==> config.mk <==
export PLATFORM = sky130hd
export DESIGN_NAME = uvma_mstream_proto_chkr
export DESIGN_NICKNAME = d
export VERILOG_FILES = /design/src/rtl/uvma_mstream_chkr_pkg.sv /design/src/rtl/uvma_mstream_proto_chkr_ch.sv /design/src/rtl/uvma_mstream_proto_chkr.sv
export SDC_FILE = /design/constraint.sdc
export NUM_CORES = 1
export LEC_CHECK = 0
export CAP_MARGIN = 25
export CORE_MARGIN = 2
export CORE_UTILIZATION = 33
export DETAILED_ROUTE_END_ITERATION = 10
export MAX_ROUTING_LAYER = met4
export PLACE_DENSITY = 0.63
export SETUP_SLACK_MARGIN = 0.05
export SYNTH_ARGS = -nofsm -noshare
export SYNTH_HDL_FRONTEND = slang
export SYNTH_SLANG_ARGS = --single-unit
==> constraint.sdc <==
create_clock -name sys_clk -period 5 [get_ports sys_clk]
set_clock_uncertainty 0.2 [all_clocks]
set_input_delay 1.25 -clock sys_clk [delete_from_list [all_inputs] [get_ports sys_clk]]
set_output_delay 1.25 -clock sys_clk [all_outputs]
set_load 0.01 [all_outputs]
==> src/rtl/uvma_mstream_chkr_pkg.sv <==
// Shared definitions for the Matrix Stream protocol checker.
package uvma_mstream_chkr_pkg;

  // Bit positions inside each channel's 4-bit error flag nibble
  localparam int unsigned ERR_STABLE = 0;
  localparam int unsigned ERR_FRAME  = 1;
  localparam int unsigned ERR_DIM    = 2;
  localparam int unsigned ERR_STALL  = 3;

  typedef enum logic {
    IDLE   = 1'b0,
    IN_MTX = 1'b1
  } mtx_state_e;

  // Sampled matrix dimensions are forced into [1, max_v]
  function automatic int unsigned clamp_dim(input int unsigned v, input int unsigned max_v);
    if (v == 0) return 1;
    if (v > max_v) return max_v;
    return v;
  endfunction

endpackage

==> src/rtl/uvma_mstream_proto_chkr_ch.sv <==
// One channel of the Matrix Stream checker: handshake stability, framing,
// dimension and stall rules with sticky flags and counters.
module uvma_mstream_proto_chkr_ch
  import uvma_mstream_chkr_pkg::*;
#(
  parameter int unsigned DATA_WIDTH    = 32,
  parameter int unsigned MAX_ROWS      = 64,
  parameter int unsigned MAX_COLS      = 64,
  parameter int unsigned STALL_TIMEOUT = 256,
  parameter int unsigned ERR_CNT_WIDTH = 16,
  localparam int unsigned RW = $clog2(MAX_ROWS) + 1,
  localparam int unsigned CW = $clog2(MAX_COLS) + 1
) (
  input  logic                     sys_clk,
  input  logic                     reset_n,
  input  logic                     clr,
  input  logic [RW-1:0]            cfg_rows,
  input  logic [CW-1:0]            cfg_cols,
  input  logic                     vld,
  input  logic                     rdy,
  input  logic [DATA_WIDTH-1:0]    data,
  input  logic                     sof,
  input  logic                     eol,
  input  logic                     eof,
  output logic [3:0]               err_flags,
  output logic                     err_pulse,
  output logic [ERR_CNT_WIDTH-1:0] err_count,
  output logic [15:0]              mtx_count,
  output logic                     busy
);

  localparam int unsigned SW = $clog2(STALL_TIMEOUT + 2);

  mtx_state_e state_q, state_d;
  logic [RW-1:0] rows_q, rows_d, row_q, row_d;
  logic [CW-1:0] cols_q, cols_d, col_q, col_d;
  logic          mtx_err_q, mtx_err_d;
  logic          mtx_done;
  logic          mtx_bad;

  logic [RW-1:0] rows_clamp, cur_rows, cur_row;
  logic [CW-1:0] cols_clamp, cur_cols, cur_col;

  logic                  prev_stall_q;
  logic [DATA_WIDTH-1:0] prev_data_q;
  logic                  prev_sof_q, prev_eol_q, prev_eof_q;

  logic [SW-1:0] stall_cnt_q;
  logic          stall_seen_q;
  logic          stall_hit;

  logic [3:0] viol;
  logic       any_viol;
  logic       beat, stalled;

  logic [3:0]               flags_q;
  logic                     pulse_q;
  logic [ERR_CNT_WIDTH-1:0] cnt_q;
  logic [15:0]              mtx_cnt_q;

  assign beat       = vld & rdy;
  assign stalled    = vld & ~rdy;
  assign rows_clamp = RW'(clamp_dim(32'(cfg_rows), MAX_ROWS));
  assign cols_clamp = CW'(clamp_dim(32'(cfg_cols), MAX_COLS));

  // The stall flag comes from the registered run length so it lands one
  // cycle after the edge on which the run reached the limit.
  assign stall_hit = (STALL_TIMEOUT != 0) && (stall_cnt_q == SW'(STALL_TIMEOUT)) && !stall_seen_q;

  // Next-state, position tracking and violation detection
  always_comb begin
    state_d   = state_q;
    rows_d    = rows_q;
    cols_d    = cols_q;
    row_d     = row_q;
    col_d     = col_q;
    mtx_err_d = mtx_err_q;
    mtx_done  = 1'b0;
    mtx_bad   = 1'b0;
    viol      = '0;

    // A sof beat starts a fresh matrix regardless of the current state
    cur_rows = sof ? rows_clamp : rows_q;
    cur_cols = sof ? cols_clamp : cols_q;
    cur_row  = sof ? '0 : row_q;
    if (sof || state_q == IDLE) cur_col = CW'(1);
    else                        cur_col = (col_q == '1) ? col_q : col_q + CW'(1);

    viol[ERR_STABLE] = prev_stall_q &&
                       (!vld || data != prev_data_q || sof != prev_sof_q ||
                        eol != prev_eol_q || eof != prev_eof_q);
    viol[ERR_STALL]  = stall_hit;

    if (beat) begin
      if (state_q == IDLE && !sof) begin
        viol[ERR_FRAME] = 1'b1;
      end else begin
        viol[ERR_FRAME] = (state_q == IN_MTX) && sof;
        viol[ERR_DIM]   = (eol != (cur_col == cur_cols)) ||
                          (eof != (eol && (cur_row == cur_rows - RW'(1))));
        mtx_bad = (!sof && mtx_err_q) || (|viol);
        if (eof) begin
          state_d   = IDLE;
          mtx_done  = !mtx_bad;
          mtx_err_d = 1'b0;
        end else begin
          state_d   = IN_MTX;
          rows_d    = cur_rows;
          cols_d    = cur_cols;
          mtx_err_d = mtx_bad;
          if (eol) begin
            col_d = '0;
            row_d = (cur_row == '1) ? cur_row : cur_row + RW'(1);
          end else begin
            col_d = cur_col;
            row_d = cur_row;
          end
        end
      end
    end else if (state_q == IN_MTX) begin
      mtx_err_d = mtx_err_q | (|viol);
    end
  end

  assign any_viol = |viol;

  // Matrix FSM and position registers
  always_ff @(posedge sys_clk or negedge reset_n) begin
    if (!reset_n) begin
      state_q   <= IDLE;
      rows_q    <= RW'(1);
      cols_q    <= CW'(1);
      row_q     <= '0;
      col_q     <= '0;
      mtx_err_q <= 1'b0;
    end else if (clr) begin
      state_q   <= IDLE;
      row_q     <= '0;
      col_q     <= '0;
      mtx_err_q <= 1'b0;
    end else begin
      state_q   <= state_d;
      rows_q    <= rows_d;
      cols_q    <= cols_d;
      row_q     <= row_d;
      col_q     <= col_d;
      mtx_err_q <= mtx_err_d;
    end
  end

  // Previous-cycle beat snapshot for the stability rule
  always_ff @(posedge sys_clk or negedge reset_n) begin
    if (!reset_n) begin
      prev_stall_q <= 1'b0;
      prev_data_q  <= '0;
      prev_sof_q   <= 1'b0;
      prev_eol_q   <= 1'b0;
      prev_eof_q   <= 1'b0;
    end else begin
      prev_stall_q <= stalled;
      prev_data_q  <= data;
      prev_sof_q   <= sof;
      prev_eol_q   <= eol;
      prev_eof_q   <= eof;
    end
  end

  // Stall run length, held at the limit so the flag fires once per run
  always_ff @(posedge sys_clk or negedge reset_n) begin
    if (!reset_n) begin
      stall_cnt_q  <= '0;
      stall_seen_q <= 1'b0;
    end else if (clr || !stalled) begin
      stall_cnt_q  <= '0;
      stall_seen_q <= 1'b0;
    end else begin
      if (stall_cnt_q != SW'(STALL_TIMEOUT)) stall_cnt_q <= stall_cnt_q + SW'(1);
      stall_seen_q <= stall_seen_q | stall_hit;
    end
  end

  // Sticky flags, event pulse and counters; clr wipes history but keeps this cycle's violation
  always_ff @(posedge sys_clk or negedge reset_n) begin
    if (!reset_n) begin
      flags_q   <= '0;
      pulse_q   <= 1'b0;
      cnt_q     <= '0;
      mtx_cnt_q <= '0;
    end else if (clr) begin
      flags_q   <= viol;
      pulse_q   <= any_viol;
      cnt_q     <= any_viol ? ERR_CNT_WIDTH'(1) : '0;
      mtx_cnt_q <= '0;
    end else begin
      flags_q <= flags_q | viol;
      pulse_q <= any_viol;
      if (any_viol && cnt_q != '1) cnt_q <= cnt_q + ERR_CNT_WIDTH'(1);
      if (mtx_done) mtx_cnt_q <= mtx_cnt_q + 16'd1;
    end
  end

  assign err_flags = flags_q;
  assign err_pulse = pulse_q;
  assign err_count = cnt_q;
  assign mtx_count = mtx_cnt_q;
  assign busy      = (state_q == IN_MTX);

endmodule

==> src/rtl/uvma_mstream_proto_chkr.sv <==
// Multi-channel Matrix Stream protocol checker: one independent checker per channel.
module uvma_mstream_proto_chkr #(
  parameter int unsigned NUM_CH        = 4,
  parameter int unsigned DATA_WIDTH    = 32,
  parameter int unsigned MAX_ROWS      = 64,
  parameter int unsigned MAX_COLS      = 64,
  parameter int unsigned STALL_TIMEOUT = 256,
  parameter int unsigned ERR_CNT_WIDTH = 16
) (
  input  logic                            sys_clk,
  input  logic                            reset_n,
  input  logic                            clr,
  input  logic [$clog2(MAX_ROWS):0]       cfg_rows,
  input  logic [$clog2(MAX_COLS):0]       cfg_cols,
  input  logic [NUM_CH-1:0]               vld,
  input  logic [NUM_CH-1:0]               rdy,
  input  logic [NUM_CH*DATA_WIDTH-1:0]    data,
  input  logic [NUM_CH-1:0]               sof,
  input  logic [NUM_CH-1:0]               eol,
  input  logic [NUM_CH-1:0]               eof,
  output logic [NUM_CH*4-1:0]             err_flags,
  output logic [NUM_CH-1:0]               err_pulse,
  output logic [NUM_CH*ERR_CNT_WIDTH-1:0] err_count,
  output logic [NUM_CH*16-1:0]            mtx_count,
  output logic [NUM_CH-1:0]               busy
);

  for (genvar c = 0; c < NUM_CH; c++) begin : g_ch
    uvma_mstream_proto_chkr_ch #(
      .DATA_WIDTH    (DATA_WIDTH),
      .MAX_ROWS      (MAX_ROWS),
      .MAX_COLS      (MAX_COLS),
      .STALL_TIMEOUT (STALL_TIMEOUT),
      .ERR_CNT_WIDTH (ERR_CNT_WIDTH)
    ) u_ch (
      .sys_clk   (sys_clk),
      .reset_n   (reset_n),
      .clr       (clr),
      .cfg_rows  (cfg_rows),
      .cfg_cols  (cfg_cols),
      .vld       (vld[c]),
      .rdy       (rdy[c]),
      .data      (data[c*DATA_WIDTH +: DATA_WIDTH]),
      .sof       (sof[c]),
      .eol       (eol[c]),
      .eof       (eof[c]),
      .err_flags (err_flags[c*4 +: 4]),
      .err_pulse (err_pulse[c]),
      .err_count (err_count[c*ERR_CNT_WIDTH +: ERR_CNT_WIDTH]),
      .mtx_count (mtx_count[c*16 +: 16]),
      .busy      (busy[c])
    );
  end

endmodule
Word level (Yosys, flattened, before mapping)
Cells that the tools add are included.
- register bits after elaboration: 452
- latch bits: 0
- memory bits (read-only): 0
- memory bits (writable): 0
- output and inout port bits: 152
- memories kept: 0
- reduce and logical (&&, ||, !) cells: 130
- mux-type cells: 174
- add/subtract/negate cells: 24
- $lt $le $gt $ge: 2
- bitwise gates (word level): 37
- div/mod/pow operators: 0
- multipliers: 0
- eq/ne operators: 64
- shift operators: 0
- operator list (cell ; count):
    7-bit two-way mux ; 70
    16-bit two-way mux ; 16
    16-bit by 1-bit adder with 16-bit output, second input constant ; 8
    32-bit inequality test ; 4
    1-bit two-way mux ; 72
    9-bit two-way mux ; 8
    16-bit inequality test, second input constant ; 4
    7-bit by 1-bit adder with 7-bit output, second input constant ; 8
    7-bit equality test ; 8
    7-bit equality test, second input constant ; 8
    9-bit by 1-bit adder with 9-bit output, second input constant ; 4
    9-bit equality test, second input constant ; 4
    9-bit inequality test, second input constant ; 4
    1-bit logical OR ; 32
    2-bit nonzero test ; 16
    4-bit OR reduction ; 8
    1-bit logical AND ; 28
    7-bit by 1-bit subtractor with 7-bit output, second input constant ; 4
    1-bit zero test ; 20
    1-bit inequality test ; 20
    1-bit inverter ; 17
    4-bit two-way mux ; 4
    2-bit inequality test, second input constant ; 8
    4-bit bitwise OR ; 4
    other kinds (11) ; 52

Longest topological paths before layout
- depth in word-level cells: 19
- gate-level depth with buffers: 18
- gate-level depth less buffers: 16

Modules after synthesis
Synthesis repeated with hierarchy kept, for this count alone.
- cell total of the unflattened synthesis: 2384
- area total of the unflattened synthesis: 23694.0 µm²
- by module, submodules not included (module ; times used ; sequential area each (µm²) ; cells an instance ; area an instance (µm²)):
    uvma_mstream_proto_chkr_ch at g_ch[0].u_ch ... ; 3 ; 2830.2 ; 591 ; 5895.7
    uvma_mstream_proto_chkr_ch at g_ch[3].u_ch ; 1 ; 2830.2 ; 611 ; 6007.0

Worst setup path before layout
OpenSTA, ideal clock, no wires.
- path kind: input to register
- start point: in sof[0]
- end point: reg g_ch[0].u_ch.mtx_cnt_q[14]
- library setup time: 78 ps
- required time: 4722 ps
- arrival: 5002 ps
- path buffers: 5
- stages: 17
- setup slack: -280 ps
- cell sequence: clkbuf_1 > buf_2 > clkbuf_1 > clkbuf_1 > mux2i_1 > ha_1 > nor4b_1 > a31oi_1 > a211oi_1 > a22oi_1 > a221oi_1 > xor2_1 > nor4_1 > buf_2 > nand3_1 > or3_1 > a21oi_1
- longest elaborated chain between the ends: 13
- ends and longest elaborated chain (item ; RTL line ; source):
    from (decl) ; uvma_mstream_proto_chkr.sv:18 ; input logic [NUM_CH-1:0] sof,
    7-bit two-way mux ; uvma_mstream_proto_chkr_ch.sv:83 ; cur_rows = sof ? rows_clamp : rows_q;
    7-bit by 1-bit subtractor with 7-bit output ; uvma_mstream_proto_chkr_ch.sv:100 ; (eof != (eol && (cur_row == cur_rows - RW'(1))));
    7-bit equality test ; uvma_mstream_proto_chkr_ch.sv:100 ;
    1-bit logical AND ; uvma_mstream_proto_chkr_ch.sv:100 ;
    1-bit inequality test ; uvma_mstream_proto_chkr_ch.sv:100 ;
    1-bit logical OR ; uvma_mstream_proto_chkr_ch.sv:99 ; viol[ERR_DIM] = (eol != (cur_col == cur_cols)) ||
    4-bit OR reduction ; uvma_mstream_proto_chkr_ch.sv:101 ; mtx_bad = (!sof && mtx_err_q) || (|viol);
    1-bit logical OR ; uvma_mstream_proto_chkr_ch.sv:101 ;
    1-bit zero test ; uvma_mstream_proto_chkr_ch.sv:104 ; mtx_done = !mtx_bad;
    1-bit two-way mux ; uvma_mstream_proto_chkr_ch.sv:102 ; if (eof) begin
    1-bit two-way mux * ; uvma_mstream_proto_chkr_ch.sv:95 ; if (state_q == IDLE && !sof) begin
    1-bit two-way mux * ; uvma_mstream_proto_chkr_ch.sv:94 ; if (beat) begin
    2-bit nonzero test (no source line) * ; n/a ;
    to (signal assigned) ; uvma_mstream_proto_chkr_ch.sv:198 ; if (mtx_done) mtx_cnt_q <= mtx_cnt_q + 16'd1;
    to (decl) ; uvma_mstream_proto_chkr_ch.sv:59 ; logic [15:0] mtx_cnt_q;
Every way passes the cells marked *; elsewhere a longest branch is shown, timed or not.
A chain may end at the register's enable or synchronous reset.

Worst setup path after layout
- start point: in cfg_rows[1]
- end point: reg g_ch[1].u_ch.cnt_q[11]
- longest elaborated chain between the ends: 16
- ends and longest elaborated chain (item ; RTL line ; source):
    from (decl) ; uvma_mstream_proto_chkr.sv:13 ; input logic [$clog2(MAX_ROWS):0] cfg_rows,
    7-bit > comparator / 7-bit zero test (equally long branches) ; uvma_mstream_chkr_pkg.sv:18, uvma_mstream_chkr_pkg.sv:17 ;
    1-bit two-way mux (on tied branches) ; uvma_mstream_chkr_pkg.sv:18, uvma_mstream_chkr_pkg.sv:17 ;
    1-bit two-way mux / 7-bit two-way mux (equally long branches) ; uvma_mstream_chkr_pkg.sv:18 ; if (v > max_v) return max_v;
    7-bit two-way mux ; uvma_mstream_chkr_pkg.sv:19 ; return v;
    7-bit two-way mux * ; uvma_mstream_chkr_pkg.sv:18 ;
    7-bit two-way mux * ; uvma_mstream_proto_chkr_ch.sv:83 ;
    7-bit by 1-bit subtractor with 7-bit output * ; uvma_mstream_proto_chkr_ch.sv:100 ;
    7-bit equality test * ; uvma_mstream_proto_chkr_ch.sv:100 ;
    1-bit logical AND * ; uvma_mstream_proto_chkr_ch.sv:100 ;
    1-bit inequality test * ; uvma_mstream_proto_chkr_ch.sv:100 ;
    1-bit logical OR * ; uvma_mstream_proto_chkr_ch.sv:99 ;
    1-bit two-way mux * ; uvma_mstream_proto_chkr_ch.sv:95 ;
    2-bit two-way mux * ; uvma_mstream_proto_chkr_ch.sv:94 ;
    4-bit OR reduction * ; uvma_mstream_proto_chkr_ch.sv:125 ; assign any_viol = |viol;
    net g_ch[1].u_ch.any_viol ; uvma_mstream_proto_chkr_ch.sv:53 ; logic any_viol;
    1-bit logical AND * ; uvma_mstream_proto_chkr_ch.sv:197 ; if (any_viol && cnt_q != '1) cnt_q <= cnt_q + ERR_CNT_WIDTH'(1);
    2-bit nonzero test (no source line) * ; n/a ;
    to (signal assigned) ; uvma_mstream_proto_chkr_ch.sv:192 ; cnt_q <= any_viol ? ERR_CNT_WIDTH'(1) : '0;
    to (signal assigned) ; uvma_mstream_proto_chkr_ch.sv:197 ;
    to (decl) ; uvma_mstream_proto_chkr_ch.sv:58 ; logic [ERR_CNT_WIDTH-1:0] cnt_q;
Mark *: on every way through the listed nets, which the timed path passes. The rest lies on a longest branch. The select of a mux whose other input is x is not followed.

==> Flow_metrics.wiki <==
{| class="wikitable"
! Metric !! Value
|-
| Run status || completed
|-
| Clock-pin slew on the worst setup and hold paths || around 60 ps
|-
| CP Data Arrival Time || about 5100 ps
|-
| Number of warning messages in the yosys log || 0
|-
| Post-layout minimum cycle time || 4839 ps
|-
| Area delta synth->final || 31.27%
|-
| Layout cells sized above 1 || 0.1242
|-
| Antenna violations before repair || 5
|-
| Detailed-route via count || between 15000 and 20000
|-
| Portion of netlist area occupied by mux cells || 0.02858
|-
| R2r setup slk || around 950 ps
|-
| Vert. Die Dim || 269.2 um
|-
| Sum of internal, switching and leakage power || 9349 uW
|-
| Delay contributed by the slowest stage of the critical path || between 500 and 600 ps
|-
| Async set or reset register ratio after synthesis || 1.000
|-
| Setup repair after global routing missed its margin || false
|-
| Synth Flop Type || sky130_fd_sc_hd__dfrtp_1
|-
| Largest net degree at the start of global routing || between 100 and 150
|-
| Via density per instance || roughly 5.2
|-
| Hold Path Depth || 1
|-
| Library cell contributing the largest single delay on the critical path || sky130_fd_sc_hd__or4_4
|-
| Number of standard-cell rows in the floorplan || 97
|-
| Sequence of cells on the critical path || dlygate4sd2_1 -> or4_4 -> o22a_4 -> mux2_2 -> ha_4 -> o221a_2 -> o221a_2 -> nand4_1 -> and4bb_2 -> xnor2_1 -> a31oi_2 -> nor2_4 -> inv_1 -> and4_1 -> mux2_2
|-
| Die X-Extent || roughly 270 um
|-
| Fraction of the mapped netlist area in compound gates || 0.1410
|-
| Share of the synthesized netlist area taken by xor and xnor gates || 0.09549
|-
| Overall Global Routing Usage || 0.1917
|-
| Final estimated routing congestion in global placement || roughly 0.9
|-
| Element type at the critical path end || flop
|-
| Final worst hold slack || approximately 260 ps
|-
| Final Cycle Share || 0.9679
|-
| CTS Buf Count || 54
|-
| HPWL reported at the end of detailed placement || just under 50000 um
|-
| Data required time of the critical path || around 5300 ps
|-
| Starting utilization of the core area || 0.3325
|-
| Drt initial violations || approximately 1400
|-
| Antenna violation net count after detailed routing || 0
|-
| Per-instance average area after synthesis || 9.689 sq um
|-
| First-pass iteration count of the detailed router || 5
|-
| Number of hold buffers added after cts || 0
|-
| Synthesized area || between 20000 and 25000 sq um
|-
| Worst-Margin Slew || 862.1 ps
|-
| Number of instances in the synthesized netlist || about 2400
|-
| Simple-gate area share of the yosys netlist || 0.1939
|-
| I/O Pins || ~320
|-
| Critical register-to-register path startpoint || g_ch[3].u_ch.col_q[0]
|-
| Worst R2R End || g_ch[3].u_ch.err_count[7]
|-
| Max Fanout on Critical Path || 13
|-
| Power per cell area || between 300 and 400 nW/um^2
|-
| Wire length per cell || roughly 18 um
|-
| Design area || 30460 sq um
|-
| Number of max-slew violations in the final report || 0
|-
| Combinational family with the most area after synthesis || simple AND/OR/NAND/NOR gates
|-
| Std-Cell Core Area || roughly 70000 sq um
|-
| Adder-Cell Fraction of Synth Area || 0.02157
|-
| Wire length of the first global-routing pass || ~110000 um
|-
| Longest Clk Path Bufs || 3
|-
| Type of the worst setup path || input pin to flop
|-
| Later-pin clock latency in the skew report || ~620 ps
|-
| Total number of H-tree levels || 2
|-
| Total of flip-flops plus latches after synthesis || 452
|-
| Clock sinks || about 450
|-
| Unique masters post-synth || 89
|-
| DRC violations left || 0
|-
| Hold Path Origin || g_ch[0].u_ch.stall_seen_q
|-
| Max VDD drop || roughly 0.00021 V
|-
| Maximum clock frequency || 0.2066 GHz
|-
| Total negative slack for setup checks || 0 ps
|-
| Syn_nets || 2600
|-
| Total wirelength of the detailed-routed design || 68350 um
|-
| Final number of hold-violating endpoints || 0
|-
| LEAKAGE || approximately 0.013 uW
|-
| Number of buffers inserted by port buffering || approximately 320
|-
| Remaining Overflow, GRT || 0
|-
| Worst setup SP type || input pin
|-
| Count of final setup violators || 0
|-
| Number of flops mapped to enable cells by yosys || 0
|-
| Placed Instance Area || 28480 sq um
|-
| Sequential cell area fraction in the yosys report || 0.4878
|-
| TritonCTS clock tree || yes
|-
| Hold Path End || g_ch[0].u_ch.err_flags[3]
|-
| Nets || between 3000 and 4000
|-
| Area of the die || 72460 sq um
|-
| Number of maximum-capacitance constraint violations || 0
|-
| Via count of the first global-routing pass || approximately 20000
|-
| Tightest slew margin relative to the limit || 0.4232
|-
| Worst min-delay path category || flop to flop
|-
| Number of cells traversed by the worst register-to-register path || 11
|-
| Clock root buffer || sky130_fd_sc_hd__clkbuf_16
|}
## stage by stage
stage                     instances  setup slack, ps  utilization
after floorplan                2395            80.26            -
final                          3813            160.7       0.4365
after global placement         3705           -762.9       0.4081
after CTS                      3806            103.8       0.4358
after global routing           3812            44.80       0.4365
after detailed placement       3705           -868.4       0.4081
## registers in the layout (all words and copies together), names as in the netlist, 16 cells and up
name,count
g_ch.u_ch.prev_data_q,128
g_ch.u_ch.err_count,64
g_ch.u_ch.mtx_count,64
g_ch.u_ch.stall_cnt_q,36
g_ch.u_ch.col_q,28
g_ch.u_ch.cols_q,28
g_ch.u_ch.row_q,28
g_ch.u_ch.rows_q,28
g_ch.u_ch.err_flags,16
## routing by layer
| metal | share of wire | vias up | global-route usage |
|---|---|---|---|
| met5 | 0 | - | - |
| met4 | 0.026 | 0 | 0.05734 |
| met3 | 0.057 | 117 | 0.03856 |
| met2 | 0.46 | 526 | 0.2990 |
| met1 | 0.46 | 9637 | 0.2517 |
| li1 | - | 9395 | - |
## synthesized netlist by cell type (all sizes together), types with 28 or more instances
| library cell | instances | share of area |
|---|---|---|
| mux2 | 34 | 0.016 |
| nand3 | 97 | 0.021 |
| xnor2 | 82 | 0.031 |
| ha | 40 | 0.022 |
| nor3 | 40 | 0.0088 |
| inv | 74 | 0.012 |
| buf | 30 | 0.0075 |
| and3 | 51 | 0.014 |
| nor2 | 230 | 0.037 |
| clkbuf | 72 | 0.012 |
| or3 | 45 | 0.012 |
| nand4 | 58 | 0.016 |
| a21oi | 144 | 0.031 |
| nand2 | 184 | 0.030 |
| xor2 | 171 | 0.065 |
| nor4 | 46 | 0.013 |
| dfrtp | 444 | 0.48 |
| mux2i | 28 | 0.012 |
| nor2b | 41 | 0.011 |
| o21ai | 176 | 0.038 |
## where the power goes
| group | switching, uW | internal (uW) | total, uW |
|---|---|---|---|
| clock | 1670 | 2550 | 4220 |
| sequential | 125 | 3840 | 3960 |
| combinational | 617 | 552 | 1170 |
## worst max path at each step
| stage | start | end | slack [ps] | depth (start not counted) |
|---|---|---|---|---|
| 6_report | cfg_rows[1] | g_ch[1].u_ch.err_count[11] | 160 | 15 |
| 5_1_grt | cfg_rows[1] | g_ch[0].u_ch.err_count[5] | 40 | 18 |
| 4_1_cts | cfg_rows[5] | g_ch[0].u_ch.err_count[5] | 100 | 18 |
| 3_5_place_dp | cfg_rows[1] | g_ch[0].u_ch.err_count[5] | -870 | 18 |
| 3_3_place_gp | cfg_rows[1] | g_ch[0].u_ch.err_count[5] | -760 | 18 |
| 2_1_floorplan | sof[0] | g_ch[0].u_ch.mtx_count[14] | 80 | 17 |
## what timing repair did
action,4_1_cts,5_1_grt
hold endpoints to repair,0,0
pin swaps,2,3
gates resized for setup,7,6
setup buffers,0,1
setup endpoints to repair,54,27
## cell type report
| type | instances | area, sq um |
|---|---|---|
| antenna | 6 | 15.01 |
| clock buffer | 72 | 1549 |
| clock inverter | 29 | 377.9 |
| fill | 6630 | 39320 |
| inverter | 76 | 285.3 |
| multi-input combinational | 1765 | 11240 |
| sequential | 452 | 11320 |
| tap | 940 | 1176 |
| timing repair buffer | 473 | 4496 |
## cells by family (layout without fill, tap and decap cells)
logic type,count (synthesis),after routing
buffers and inverters,178,650
AND/OR/NAND/NOR,889,889
adder cells (fa/ha/maj),40,40
AO/OA/AOI/OAI,521,521
other,0,6
XOR/XNOR,253,253
flip-flops,452,452
multiplexers,62,62
## critical path: cells and delay by family
kind / cells / cell delay (ps)
buffers and inverters: 2 / 420
XOR/XNOR: 1 / 210
adder cells (fa/ha/maj): 1 / 250
AND/OR/NAND/NOR: 5 / 1420
multiplexers: 2 / 580
AO/OA/AOI/OAI: 4 / 1000
## placed cells by master (no fill, tap or decap), types with 11 or more instances in the layout
cell type,instances
sky130_fd_sc_hd__dfrtp_1,444
sky130_fd_sc_hd__clkdlybuf4s50_1,309
sky130_fd_sc_hd__nor2_1,229
sky130_fd_sc_hd__nand2_1,184
sky130_fd_sc_hd__o21ai_0,172
sky130_fd_sc_hd__xor2_1,170
sky130_fd_sc_hd__buf_4,145
sky130_fd_sc_hd__a21oi_1,144
sky130_fd_sc_hd__nand3_1,96
sky130_fd_sc_hd__xnor2_1,82
sky130_fd_sc_hd__inv_1,74
sky130_fd_sc_hd__nand4_1,57
sky130_fd_sc_hd__clkbuf_16,54
sky130_fd_sc_hd__and3_1,51
sky130_fd_sc_hd__or3_1,45
sky130_fd_sc_hd__nor4_1,43
sky130_fd_sc_hd__nor2b_1,41
sky130_fd_sc_hd__nor3_1,39
sky130_fd_sc_hd__ha_1,38
sky130_fd_sc_hd__mux2_2,34
sky130_fd_sc_hd__mux2i_1,28
sky130_fd_sc_hd__a31oi_1,25
sky130_fd_sc_hd__or4_1,20
sky130_fd_sc_hd__o31ai_1,19
sky130_fd_sc_hd__or2_2,16
sky130_fd_sc_hd__nand2b_1,16
sky130_fd_sc_hd__clkinv_2,15
sky130_fd_sc_hd__clkbuf_8,13
sky130_fd_sc_hd__o21a_1,12
sky130_fd_sc_hd__buf_12,12
sky130_fd_sc_hd__o211ai_1,11
sky130_fd_sc_hd__o41ai_1,11
Note: power is estimated with default switching activity, not from simulation.
==> edit, RTL diff (same flow settings) <==
Change the parameter `NUM_CH` from 4 to 5.
--- a/src/rtl/uvma_mstream_proto_chkr.sv
+++ b/src/rtl/uvma_mstream_proto_chkr.sv
@@ -1,6 +1,6 @@
 // Multi-channel Matrix Stream protocol checker: one independent checker per channel.
 module uvma_mstream_proto_chkr #(
-  parameter int unsigned NUM_CH        = 4,
+  parameter int unsigned NUM_CH        = 5,
   parameter int unsigned DATA_WIDTH    = 32,
   parameter int unsigned MAX_ROWS      = 64,
   parameter int unsigned MAX_COLS      = 64,
Interface: changed (11 resized); port bits go from 317 to 392. The function was not compared with the original's and may differ.
==> edit against the original RTL <==
Wire length is 28% higher; critical path depth rose by 3; combinational power increased by 26%; setup slack gained 0.068 ns; synthesized area increased by 25%; non-clock buffer count is 117 higher; maximum frequency is 1.4% higher; final area is 25% higher; final cell count up 24%; sequential cell count is 113 higher; power grew 24%; largest power group unchanged; highest routed layer unchanged.
==> edit: results (changes against the original RTL) <==
logic_synthesis:
  synthAdderAreaFrac: 0.0216  # about the same
  ys_types: 81  # -9.0%
  synth_compound_area_frac: 0.148  # +0.00675
  synth_common_cells: "555 x dfrtp_1, 251 x nor2_1, 238 x nand2_1"
  synth_area_leaders: "dfrtp_1 48%, xnor2_1 5.3%, xor2_1 4.3%"
  muxShareOfSynthArea: 0.0252  # -0.00334
  synth-main-ff-cell: "dfrtp_1"
  synth.avg_cell_area_um2: 9.71  # +0.18%
  seq_area_frac_synth: 0.488  # about the same
  async_flop_share: 1.00  # unchanged
  synth-xor-area-share: 0.0966  # +0.00115
  synth_fp_nets: 3240  # +25%
route:
  dr.pass1.iters: 6  # +1
  vias_per_cell: 5.17  # +0.28%
  drt_iter0_drc: 1632  # +18%
  vias: 24438  # +24%
  wl_per_cell_um: 18.6  # +3.6%
clock_network:
  cts_buffer_depth: 3  # unchanged
  cts-buffers-inserted: 69  # +28%
  htreeDepth: 3  # +1
sta:
  worst_pin_slew_ns: 0.895  # +0.0326 ns
place:
  globalplace.congestion: 0.894  # +1.5%
  placed_area_um2: 35500  # +25%
  dp_slack_ns: -0.732  # +0.136 ns
  hpwlAfterDp_um: 65000  # +32%
  dp_cells: 4594  # +24%
  placement.io_buffers: 391  # +24%
global_routing:
  grt_max_degree: 101  # -21%
  met3_usage: 0.0372  # -0.00140
  antenna_found_initial: 1  # -4
  grt_pass1_vias: 23837  # +21%
  grt_pass1_wl_um: 137000  # +24%
  grtUsageMet1: 0.249  # -0.00245
  met2_usage: 0.318  # +0.0186
  grt_usage: 0.196  # +0.00454
final_layout:
  nets: 3767  # +24%
  drive_above_1_share: 0.112  # -0.0123
  largest_register_ffs: 160  # +25%
  n_fill_cell: 8225  # +24%
pwr:
  worst_ir_drop_vdd_mv: 0.234  # +13%
  total_leakage_power_nw: 15.6  # +23%
setup_path:
  path_delay_family: "simple AND/OR/NAND/NOR gates"
  max_stage_delay_ns: 0.46  # -0.12 ns
  critPathArrivalTime_ns: 5.12  # -0.02 ns
outcome:
  status: "finished clean"
hold_path:
  hold_path.class: "flip-flop to flip-flop"
[edit: cell count changes in the layout (fill, tap and decap cells not counted), moves of 28 or more]
cell,change
o21ai_0,+28
nand2_1,+54
clkdlybuf4s50_1,+76
buf_4,+35
dfrtp_1,+111
nand4_1,+33
xnor2_1,+93
[edit: path summary, 6_finish.rpt]
kind                                      startpoint                            to  slack [ns]  depth (start not counted)
min                        g_ch[3].u_ch.stall_seen_q     g_ch[3].u_ch.err_flags[3]        0.26                          1
min in group asynchronous                    reset_n  g_ch[0].u_ch.prev_data_q[17]        0.50                          1
max                                      cfg_rows[5]     g_ch[1].u_ch.err_count[4]        0.23                         18
max in group asynchronous                    reset_n        g_ch[0].u_ch.rows_q[0]        3.06                          2
min reg2reg                g_ch[3].u_ch.stall_seen_q     g_ch[3].u_ch.err_flags[3]        0.26                          1
max reg2reg                    g_ch[1].u_ch.col_q[0]     g_ch[1].u_ch.err_count[4]        0.82                         14
[edit: cell families after synthesis]
group	Yosys count
simple gates	1066
compound gates	676
flops	565
xor+xnor	320
buf+inv	241
mux	70
fa+ha+maj	50
[edit: area by class of cell]
| class | instances | area (um^2) | area share |
|---|---|---|---|
| diodes | 1 | 2.50 | 0.0000659 |
| clock buffers | 108 | 2050 | 0.0541 |
| clock inverters | 15 | 292 | 0.00768 |
| inverters | 107 | 402 | 0.0106 |
| multi-input cells | 2182 | 14000 | 0.369 |
| flip-flops and latches | 565 | 14200 | 0.373 |
| well taps | 1155 | 1450 | 0.0380 |
| repair buffers | 590 | 5630 | 0.148 |
[edit: what timing repair did]
action / in CTS / in global routing
endpoints found under the setup margin: 45 / 101
gates resized for setup: 2 / 24
setup buffers: 1 / 3
hold buffers: 0 / 0
pin swaps: 1 / 14
[edit: routing by layer]
layer | vias up | wire, um
met5 | - | 0
met4 | 0 | 2280
met3 | 129 | 5080
met2 | 660 | 42000
met1 | 11893 | 38300
li1 | 11756 | -
[edit: power by group]
group          switching [mW]  internal [mW]
Sequential              0.165           4.80
Combinational           0.778          0.691
Clock                    2.10           3.07
Total                    3.04           8.56
[edit: through the flow]
stage	power [mW]	TNS, ns
after floorplan	5.74	0
after global placement	6.47	-67.53
after detailed placement	6.50	-78.23
after CTS	11.7	0
after global routing	12.1	0
final	11.6	0
